### src/rtl/branch_pred_ctrl.sv
// Branch predictor and redirect controller: direct-mapped BTB with 2-bit counters,
// combinational lookup on the fetch PC, mispredict/flush detection and training from EX.
module branch_pred_ctrl #(
    parameter int ENTRIES = 16,
    parameter int IDX_W   = 4
) (
    input  logic        clk,
    input  logic        rst,
    input  logic [31:0] if_pc,
    output logic        prediction,
    output logic [31:0] control_pc,
    input  logic        ex_valid,
    input  logic        ex_is_branch,
    input  logic [31:0] ex_pc,
    input  logic        ex_taken,
    input  logic [31:0] ex_target,
    input  logic        ex_pred,
    input  logic [31:0] ex_pred_pc,
    output logic        flush,
    output logic [31:0] pc_branch,
    output logic [31:0] br_cnt,
    output logic [31:0] mis_cnt
);

    localparam int TAG_W = 32 - IDX_W - 2;

    logic [ENTRIES-1:0] valid;
    logic [1:0]         ctr        [ENTRIES];
    logic [TAG_W-1:0]   tag_mem    [ENTRIES];
    logic [31:0]        target_mem [ENTRIES];

    logic [IDX_W-1:0] if_idx;
    logic [TAG_W-1:0] if_tag;
    logic             if_hit;
    logic [IDX_W-1:0] ex_idx;
    logic [TAG_W-1:0] ex_tag;
    logic             ex_hit;
    logic             res;
    logic             mispredict;

    assign if_idx = if_pc[IDX_W+1:2];
    assign if_tag = if_pc[31:IDX_W+2];
    assign ex_idx = ex_pc[IDX_W+1:2];
    assign ex_tag = ex_pc[31:IDX_W+2];

    // Lookup reads the arrays directly, so a same-cycle write is seen only after the edge.
    assign if_hit = valid[if_idx] && (tag_mem[if_idx] == if_tag);
    assign ex_hit = valid[ex_idx] && (tag_mem[ex_idx] == ex_tag);

    assign res        = ex_valid && ex_is_branch;
    assign mispredict = res && ((ex_taken != ex_pred) ||
                                (ex_taken && ex_pred && (ex_pred_pc != ex_target)));

    assign flush      = !rst && mispredict;
    assign pc_branch  = (rst || !res) ? 32'd0 : (ex_taken ? ex_target : ex_pc + 32'd4);

    // Flush owns the fetch redirect, so a taken prediction is suppressed under it.
    assign prediction = if_hit && ctr[if_idx][1] && !flush;
    assign control_pc = if_hit ? target_mem[if_idx] : if_pc + 32'd4;

    // NOTE: sequential state uses non-blocking assignments so every reader sees pre-edge values.
    always_ff @(posedge clk) begin
        if (rst) begin
            valid   <= '0;
            br_cnt  <= '0;
            mis_cnt <= '0;
            for (int i = 0; i < ENTRIES; i++) begin
                ctr[i] <= 2'b00;
            end
        end else if (res) begin
            br_cnt <= br_cnt + 32'd1;
            if (mispredict) begin
                mis_cnt <= mis_cnt + 32'd1;
            end
            if (ex_hit) begin
                if (ex_taken && ctr[ex_idx] != 2'b11) begin
                    ctr[ex_idx] <= ctr[ex_idx] + 2'd1;
                end else if (!ex_taken && ctr[ex_idx] != 2'b00) begin
                    ctr[ex_idx] <= ctr[ex_idx] - 2'd1;
                end
            end else if (ex_taken) begin
                valid[ex_idx] <= 1'b1;
                ctr[ex_idx]   <= 2'b10;
            end
        end
    end

    // NOTE: tag/target storage has no reset; the valid bits alone make stale contents harmless.
    // Any taken resolve writes both: on a hit the tag is unchanged, on a miss it allocates.
    always_ff @(posedge clk) begin
        if (!rst && res && ex_taken) begin
            tag_mem[ex_idx]    <= ex_tag;
            target_mem[ex_idx] <= ex_target;
        end
    end

endmodule
### config.mk
export PLATFORM = sky130hd
export DESIGN_NAME = branch_pred_ctrl
export DESIGN_NICKNAME = d
export VERILOG_FILES = /design/src/rtl/branch_pred_ctrl.sv
export SDC_FILE = /design/constraint.sdc
export NUM_CORES = 2
export LEC_CHECK = 0
export CAP_MARGIN = 0
export CORE_MARGIN = 5
export CORE_UTILIZATION = 35
export DETAILED_ROUTE_END_ITERATION = 7
export SYNTH_ARGS = -nofsm -noshare
export SYNTH_HDL_FRONTEND = slang
export SYNTH_SLANG_ARGS = --single-unit
### constraint.sdc
create_clock -name clk -period 7 [get_ports clk]
set_input_delay 1.75 -clock clk [delete_from_list [all_inputs] [get_ports clk]]
set_output_delay 1.75 -clock clk [all_outputs]
set_load 0.01 [all_outputs]
======== Word level (Yosys, flattened, before mapping) ========
Memory sizes are Yosys's and may differ from the RTL's.
Index checks and enable logic that the tools add are counted.
word-level totals
  bits in registers ....................... 80
  latch bits .............................. 0
  RAM bits ................................ 960
  output and inout bits ................... 130
  word-level logic and storage cells ...... 82
  memory bits (read-only) ................. 0
  memories ................................ 3
cells by class
  reductions and logical operators ........ 24
  $add $sub $neg .......................... 6
  equality and inequality tests ........... 5
  multiply operators ...................... 0
  div/mod/pow operators ................... 0
  shift-type cells ........................ 0
  bitwise operators ....................... 4
  order comparisons ....................... 3
  multiplexer cells ....................... 34
memories
  memory      words  bits a word  read ports  clocked after memory_dff  wr ports  line  source
  target_mem  16     32           1           0                         1         30    logic [31:0] target_mem [ENTRIES];
  tag_mem     16     26           2           0                         1         29    logic [TAG_W-1:0] tag_mem [ENTRIES];
  ctr         16     2            2           0                         16        28    logic [1:0] ctr [ENTRIES];
operators with widths
  operator                                                                              count
  32-bit 2-to-1 mux                                                                     3
  32-bit by 1-bit adder with 32-bit output (second input constant)                      2
  32-bit by 3-bit adder with 32-bit output (second input constant)                      2
  26-bit equality test                                                                  2
  32-bit != test                                                                        1
  1-bit 2-to-1 mux                                                                      24
  16-bit bitwise OR                                                                     1
  1-bit logical AND                                                                     14
  4-bit by 5-bit less-than comparator with 1-bit output (second input constant)         2
  1-bit binary-select mux with 4-bit select                                             2
  2-bit 2-to-1 mux                                                                      3
  1-bit demux with 4-bit select                                                         1
  4-bit by 1-bit greater-or-equal comparator with 1-bit output (second input constant)  1
  1-bit zero test                                                                       4
  4-bit 2-to-1 mux                                                                      1
  3-bit AND reduction                                                                   1
  2-bit by 1-bit adder with 2-bit output (second input constant)                        1
  1-bit logical OR                                                                      2
  2-bit != test (second input constant)                                                 1
  1-bit bitwise OR                                                                      2
  2-bit AND reduction                                                                   1
  2-bit nonzero test                                                                    1
  2-bit OR reduction                                                                    1
  2-bit by 1-bit subtractor with 2-bit output (second input constant)                   1
  other kinds (2)                                                                       2

======== Logic depth before layout (Yosys ltp) ========
An unclocked memory read counts as a cell.
  depth in word-level cells ............... 13
  mapped depth ............................ 15

======== Least setup slack after synthesis ========
No wires, ideal clock.
  kind .................................... input-to-output
  start ................................... in if_pc[2]
  end ..................................... out control_pc[19]
  cell stages on the path ................. 8
  setup slack ............................. 734 ps
  required time ........................... 5250 ps
  path buffers ............................ 5
  data arrival time ....................... 4516 ps
  cells stage by stage .................... buf_2 -> buf_2 -> buf_4 -> buf_2 -> buf_1 -> mux4_2 -> mux4_2 -> mux2_1
on the way
  cells in the longest elaborated chain, start to end .. 4
ends and longest elaborated chain
  what                                                                             line  source
  from (decl)                                                                      9     input logic [31:0] if_pc,
  memory 16 x 26 bit or 1-bit binary-select mux with 4-bit select (tied branches)  -
  26-bit equality test or 1-bit 2-to-1 mux (tied branches)                         47    assign if_hit = valid[if_idx] && (tag_mem[if_idx] == if_tag);
  1-bit logical AND                                                                47
  32-bit 2-to-1 mux (*)                                                            59    assign control_pc = if_hit ? target_mem[if_idx] : if_pc + 32'd4;
  to (decl)                                                                        11    output logic [31:0] control_pc,
Mark *: on every way between the ends. The rest lies on a longest branch, timed or not. The select of a mux whose other input is x is not followed.

======== Worst setup path after layout ========
  start ................................... in if_pc[2]
  end ..................................... out control_pc[29]
Same word-level chain as after synthesis.

==> summary.txt <==
Placed design
  • Post-placement setup slack: -468 ps
  • Gpl congestion: 0.896
  • Port bufs: 263
  • Placed instance area: 53100 um^2
  • Post-DP HPWL: 103000 um

Finish
  • Most common cell after layout, fill and taps aside: edfxtp_1
  • Final net count: ~3200
  • P&R area growth vs syn: 20.6%
  • Commonest cells after routing, fill and taps aside: edfxtp_1 (960), mux4_2 (394), clkdlybuf4s50_1 (223)
  • Layout cell share with drive strength beyond 1: a little over a quarter
  • Design area: 56800 um^2

Critical path
  • Worst setup SP type: input port
  • Reg2reg setup slack: 3170 ps
  • Crit. End Element: output port
  • Crit Path Class: in -> out
  • CP Max Fanout: 24
  • Critical Path AT: 5230 ps
  • RR Endpoint: ctr[9][0]
  • CP required: 5250 ps
  • R2r startpoint: tag_mem[7][19]
  • Cells on worst reg2reg path: 11

Detailed routing
  • DR vias/cell: 5.79
  • Iteration-0 DRC Markers: approximately 3800
  • Vias: 28700
  • Routed WL: 156000 um
  • DR WL/cell: around 32 um
  • DRC Markers: 0
  • Routed Antenna Nets: 0
  • Total iterations of the first detailed-routing run: 5

Clock tree
  • Cts bufs inserted: 104
  • Clock buffer depth: 3
  • CTS sink count: 1040
  • CTS tree: yes
  • Later-pin clock latency in the skew report: 700 ps
  • Reg clk slew, reported paths: 60 ps
  • Clock Tree Root: clkbuf_16
  • H-tree Lvls: 3

Die
  • IO Count: 264
  • Core Region: 134000 um^2
  • Die height: 377 um
  • # rows: about 130
  • Die Area: 142000 um^2
  • Starting Density: 35.2%
  • Die width: 377 um

STA
  • Hold Fails Final Rpt: 0
  • Post-route setup slack: 15.5 ps
  • Max Clock Freq: 143 MHz
  • Max Transition Viols Final: 0
  • Hold slack: 488 ps
  • Final setup viols: 0
  • Fin crit period: 6980 ps
  • Final critical-path share of the clock period: approximately 100%
  • Worst Tran Pin Value: 1070 ps
  • Slew Limit Headroom: around 29%
  • Final setup skew: 36.3 ps

Synth
  • Fraction of registers with async set/reset: 0%
  • #FFs+latches synth: around 1000
  • Post-synth EDFFs: 960
  • Synth area leader: edfxtp_1
  • Yosys warns: 0
  • Mapped cell area: 47100 um^2
  • Syn Nets: between 2000 and 3000
  • Synth top area share: 61.2%
  • Synth Instances: ~2700
  • Sequential area share after synthesis: around 65%
  • Mapped Avg Cell Area: approximately 18 um^2
  • Top cells by area, synth: edfxtp_1 (61%), mux4_2 (19%), dfxtp_1 (3.4%), xor2_1 (2.1%), mux2i_1 (1.7%)
  • Yosys cell types: 73
  • Main synth FF type: edfxtp_1

Hold path
  • Hold WC Path Type: reg -> reg
  • Hold Path Stages: 1
  • Hold path start: valid[0]
  • Hold Path Sink: valid[0]

Global route
  • Grt ovf: 0
  • Largest net degree at the start of global routing: 75
  • Initial antenna violation count: 10
  • First-pass GRT wire length: 218000 um
  • Vias in the first global route: 28300
  • GRT Resource Usage Total: 21.5%

Power
  • Leakage power: 18.5 nW
  • Maximum vdd drop: 0.000162 V
  • Power Density: 239 nW/um^2

Flow run
  • Max-Cap Viols: 0

Run status
  • Status: completed
worst max-delay path by stage:
stage,from,endpoint,cells past startpoint
floorplan,if_pc[2],control_pc[19],8
global placement,if_pc[2],control_pc[20],12
detailed placement,if_pc[2],control_pc[20],12
CTS,if_pc[2],control_pc[18],12
global route,if_pc[2],control_pc[29],13
finish,if_pc[2],control_pc[29],12
flip-flops by register name, indices dropped and copies added (netlist names):
| register | flops |
|---|---|
| mis_cnt | 32 |
| valid | 16 |
| br_cnt | 32 |
| ctr | 32 |
| target_mem | 512 |
| tag_mem | 416 |
synthesized netlist by cell type, types with 46 or more instances:
cell,count
mux2i_1,81
nor2_1,182
xor2_1,115
dfxtp_1,80
edfxtp_1,960
nand4_1,70
clkbuf_1,83
xnor2_1,80
mux4_2,394
nand2_1,67
buf_2,46
a21oi_1,66
nand3_1,66
metal layers:
layer	wire, um	track usage (%)	share of wire (%)
met2	70100	32.6	45
met4	3270	4.57	2.1
met5	32	0	0.020
met3	17600	5.98	11
met1	65400	31.3	42
power by group:
| part | internal, W | switching (W) | total (W) |
|---|---|---|---|
| combinational | 0.000523 | 0.000707 | 0.00123 |
| clock | 0.00311 | 0.00244 | 0.00555 |
| sequential | 0.00681 | 0.0000114 | 0.00682 |
through the flow:
stage | total power [W] | cells | TNS (ps) | utilization [%]
3_5_place_dp | 0.00816 | 4736 | -9670 | 39.7
3_3_place_gp | 0.00816 | 4736 | -10000 | 39.7
5_1_grt | 0.0140 | 4951 | -35.1 | 42.5
6_report | 0.0136 | 4952 | 0 | 42.5
4_1_cts | 0.0137 | 4933 | 0 | 42.3
2_1_floorplan | 0.00756 | 2666 | 0 | -
logic make-up (layout without fill, tap and decap cells):
group	after synthesis	in the layout	synth area share [%]
flops	1040	1040	64.6
buf+inv	214	730	2.24
fa+ha+maj	8	8	0.213
mux	485	485	20.8
compound gates	218	218	3.19
simple gates	506	506	5.30
xor+xnor	195	195	3.63
other cells	0	2	0
what timing repair did:
item	4_1_cts	5_1_grt
buffers inserted	3	16
cloned	1	1
pin swaps	0	1
hold buffers	0	0
resized for setup	10	35
setup endpoints to repair	32	30
critical path, cell delays in order:
cell and delay (ps):
buf_16 180, buf_12 160, mux4_2 510, mux4_2 530, xnor2_1 330, nand4_1 150
nor4_1 340, nand4_1 130, buf_4 210, clkbuf_16 200, a21oi_1 140, clkdlybuf4s50_1 550
final cells by class:
type                    instances  area (um^2)
repair buffers                499         4960
well taps                    1768         2210
clock buffers                 135         2740
clock inverters                59          606
flip-flops and latches       1040        30400
inverters                      37          179
diodes                          2         5.00
multi-input cells            1412        15700
fillers                     11700        76800
Power figures use the tool's default switching activity.
==> RTL change (config.mk and constraints unchanged) <==
Set the parameter `ENTRIES` to 32 (it was 16).
--- a/src/rtl/branch_pred_ctrl.sv
+++ b/src/rtl/branch_pred_ctrl.sv
@@ -1,7 +1,7 @@
 // Branch predictor and redirect controller: direct-mapped BTB with 2-bit counters,
 // combinational lookup on the fetch PC, mispredict/flush detection and training from EX.
 module branch_pred_ctrl #(
-    parameter int ENTRIES = 16,
+    parameter int ENTRIES = 32,
     parameter int IDX_W   = 4
 ) (
     input  logic        clk,
Function: not settled (the Yosys comparison gave no result); the edit may change what the design does.
==> RTL change against the unedited design <==
Sequential cell count unchanged; critical endpoint is now control_pc[19]; worst setup slack better by 0.031 ns; total power up 2.0%; area after synthesis down 0.11%; clock power up 4.5%; routed wire length down 2.3%; clock skew up 0.016 ns; final area up 0.43%.
==> RTL change: results (changes against the unedited design) <==
Status -> finished clean
Int Power -> 10.7 mW (+2.1%)
Routed length on met2 -> 71200 um (+1.5%)
Initial DRT Pass Iterations -> 8 (+3)
Met3 Resource Use GR -> 4.01% (-2.0 points)
Post-DP HPWL -> 100000 um (-2.2%)
Final Wtd Congestion -> 0.905 (+1.0%)
Nets -> 3284 (+1.5%)
Largest net degree at the start of global routing -> 98 (+31%)
Synth cell types -> 70 (-4.1%)
Routed met1 length -> 63900 um (-2.2%)
Drt initial violations -> 3911 (+1.7%)
R2R Setup Slk -> 3.60 ns (+0.43 ns)
Final wirelength -> 153000 um (-2.3%)
Start point of the critical path -> if_pc[2]
Pleak -> 18.3 nW (-1.2%)
Hold Path End -> valid[2]
Post-cts sizing count -> 11 (+1)
Min-delay src -> valid[2]
Synth Net Count -> 2848 (+1.4%)
Initial antenna violation count -> 5 (-5)
Vias in the first global route -> 28000 (-1.1%)
Share of cells above drive strength 1 -> 27.3% (+1.1 points)
Post-synthesis mux area share -> 20.7% (-0.11 points)
Max FO, Critical Path -> 34 (+42%)
Synth cell count leaders -> 960 x edfxtp_1, 389 x mux4_2, 217 x nor2_1, 127 x xnor2_1, 97 x nand2_1
Clock skew -> 0.0522 ns (+0.0159 ns)
Met1 usage -> 30.4% (-0.85 points)
Setup crit end -> control_pc[19]
XOR/XNOR Fraction of Synth Area -> 3.50% (-0.13 points)
Antenna cell count -> 0 (-2)
Worst EP arrival -> 5.20 ns (-0.03 ns)
Dpl cell area -> 53200 um^2 (+0.11%)
Hold Path Depth -> 2 (+1)
Post-Synth Adder-Cell Area -> 0.213% (+0.00023 points)
Root buffer cell -> clkbuf_16
Via count -> 28700 (+0.12%)
First-pass GRT wire length -> 213000 um (-2.2%)
Largest registers -> target_mem (512), tag_mem (416)
Worst r2r dst -> ctr[10][0]
Asr flop ratio synth -> 0% (unchanged)
Slowest stage delay, CP -> 0.56 ns
Seq/Total Area, Yosys -> 64.7% (+0.070 points)
Slew @ Worst Pin -> 1.07 ns (+0.00754 ns)
Clk slew on worst S/H paths -> 0.06 ns (about the same)
Reg2reg start -> tag_mem[5][22]
Area contributors post-synth -> edfxtp_1 61%, mux4_2 19%, dfxtp_1 3.4%, xnor2_1 2.4%, nor2_1 1.7%
Worst R2R Path Depth -> 9 (-2)
Met3 WL post-DR -> 14500 um (-18%)
Synth Area in Compound Gates -> 2.85% (-0.35 points)
Peak supply drop -> 0.000195 V (+20%)
Main flop type after synthesis -> edfxtp_1
CTS buffer count -> 107 (+2.9%)
Worst-Skew Late Latency -> 0.73 ns (+0.03 ns)
Max layer used -> met4
Met2 Use GR -> 32.9% (+0.33 points)
Global-route usage over all layers -> 21.0% (-0.58 points)
[RTL change: cell types whose count changed after synthesis, moves of 16 or more]
cell / unedited run / this run
xor2_1: 115 / 61
xnor2_1: 80 / 127
nor2_1: 182 / 217
nand2_1: 67 / 97
o22ai_1: 1 / 29
mux2_2: 2 / 22
a31o_2: 0 / 19
nand4_1: 70 / 53
o21ai_0: 37 / 20
nor3_1: 28 / 44
[RTL change: power by group through the flow]
stage | clock network (mW) | logic, mW | registers, mW
global placement | 0 | 1.22 | 6.95
finish | 5.80 | 1.25 | 6.82
floorplan | 0 | 0.626 | 6.95
CTS | 5.89 | 1.23 | 6.82
detailed placement | 0 | 1.22 | 6.95
global route | 6.14 | 1.31 | 6.82
[RTL change: layout make-up]
cell class	instances	area, um^2
fillers	11800	76400
flip-flops and latches	1040	30400
multi-input cells	1454	15800
inverters	39	146
well taps	1768	2210
repair buffers	500	4870
clock buffers	130	2830
clock inverters	67	758
[RTL change: per-stage QoR]
| stage | total power [mW] | TNS (ns) | hold WS [ns] | cells | setup WS, ns |
|---|---|---|---|---|---|
| finish | 13.9 | 0 | 0.487 | 4998 | 0.0462 |
| global route | 14.3 | -0.455 | 0.506 | 4998 | -0.0597 |
| CTS | 13.9 | -0.00169 | 0.485 | 4991 | -0.00169 |
| detailed placement | 8.17 | -1.83 | 0.476 | 4790 | -0.139 |
| global placement | 8.17 | -0.802 | 0.469 | 4790 | -0.0976 |
| floorplan | 7.58 | 0 | 0.459 | 2706 | 0.569 |
[RTL change: logic make-up after synthesis]
group	Yosys count
multiplexers	482
buffers and inverters	212
flip-flops	1040
AND/OR/NAND/NOR	573
adder cells (fa/ha/maj)	8
XOR/XNOR	188
AO/OA/AOI/OAI	203
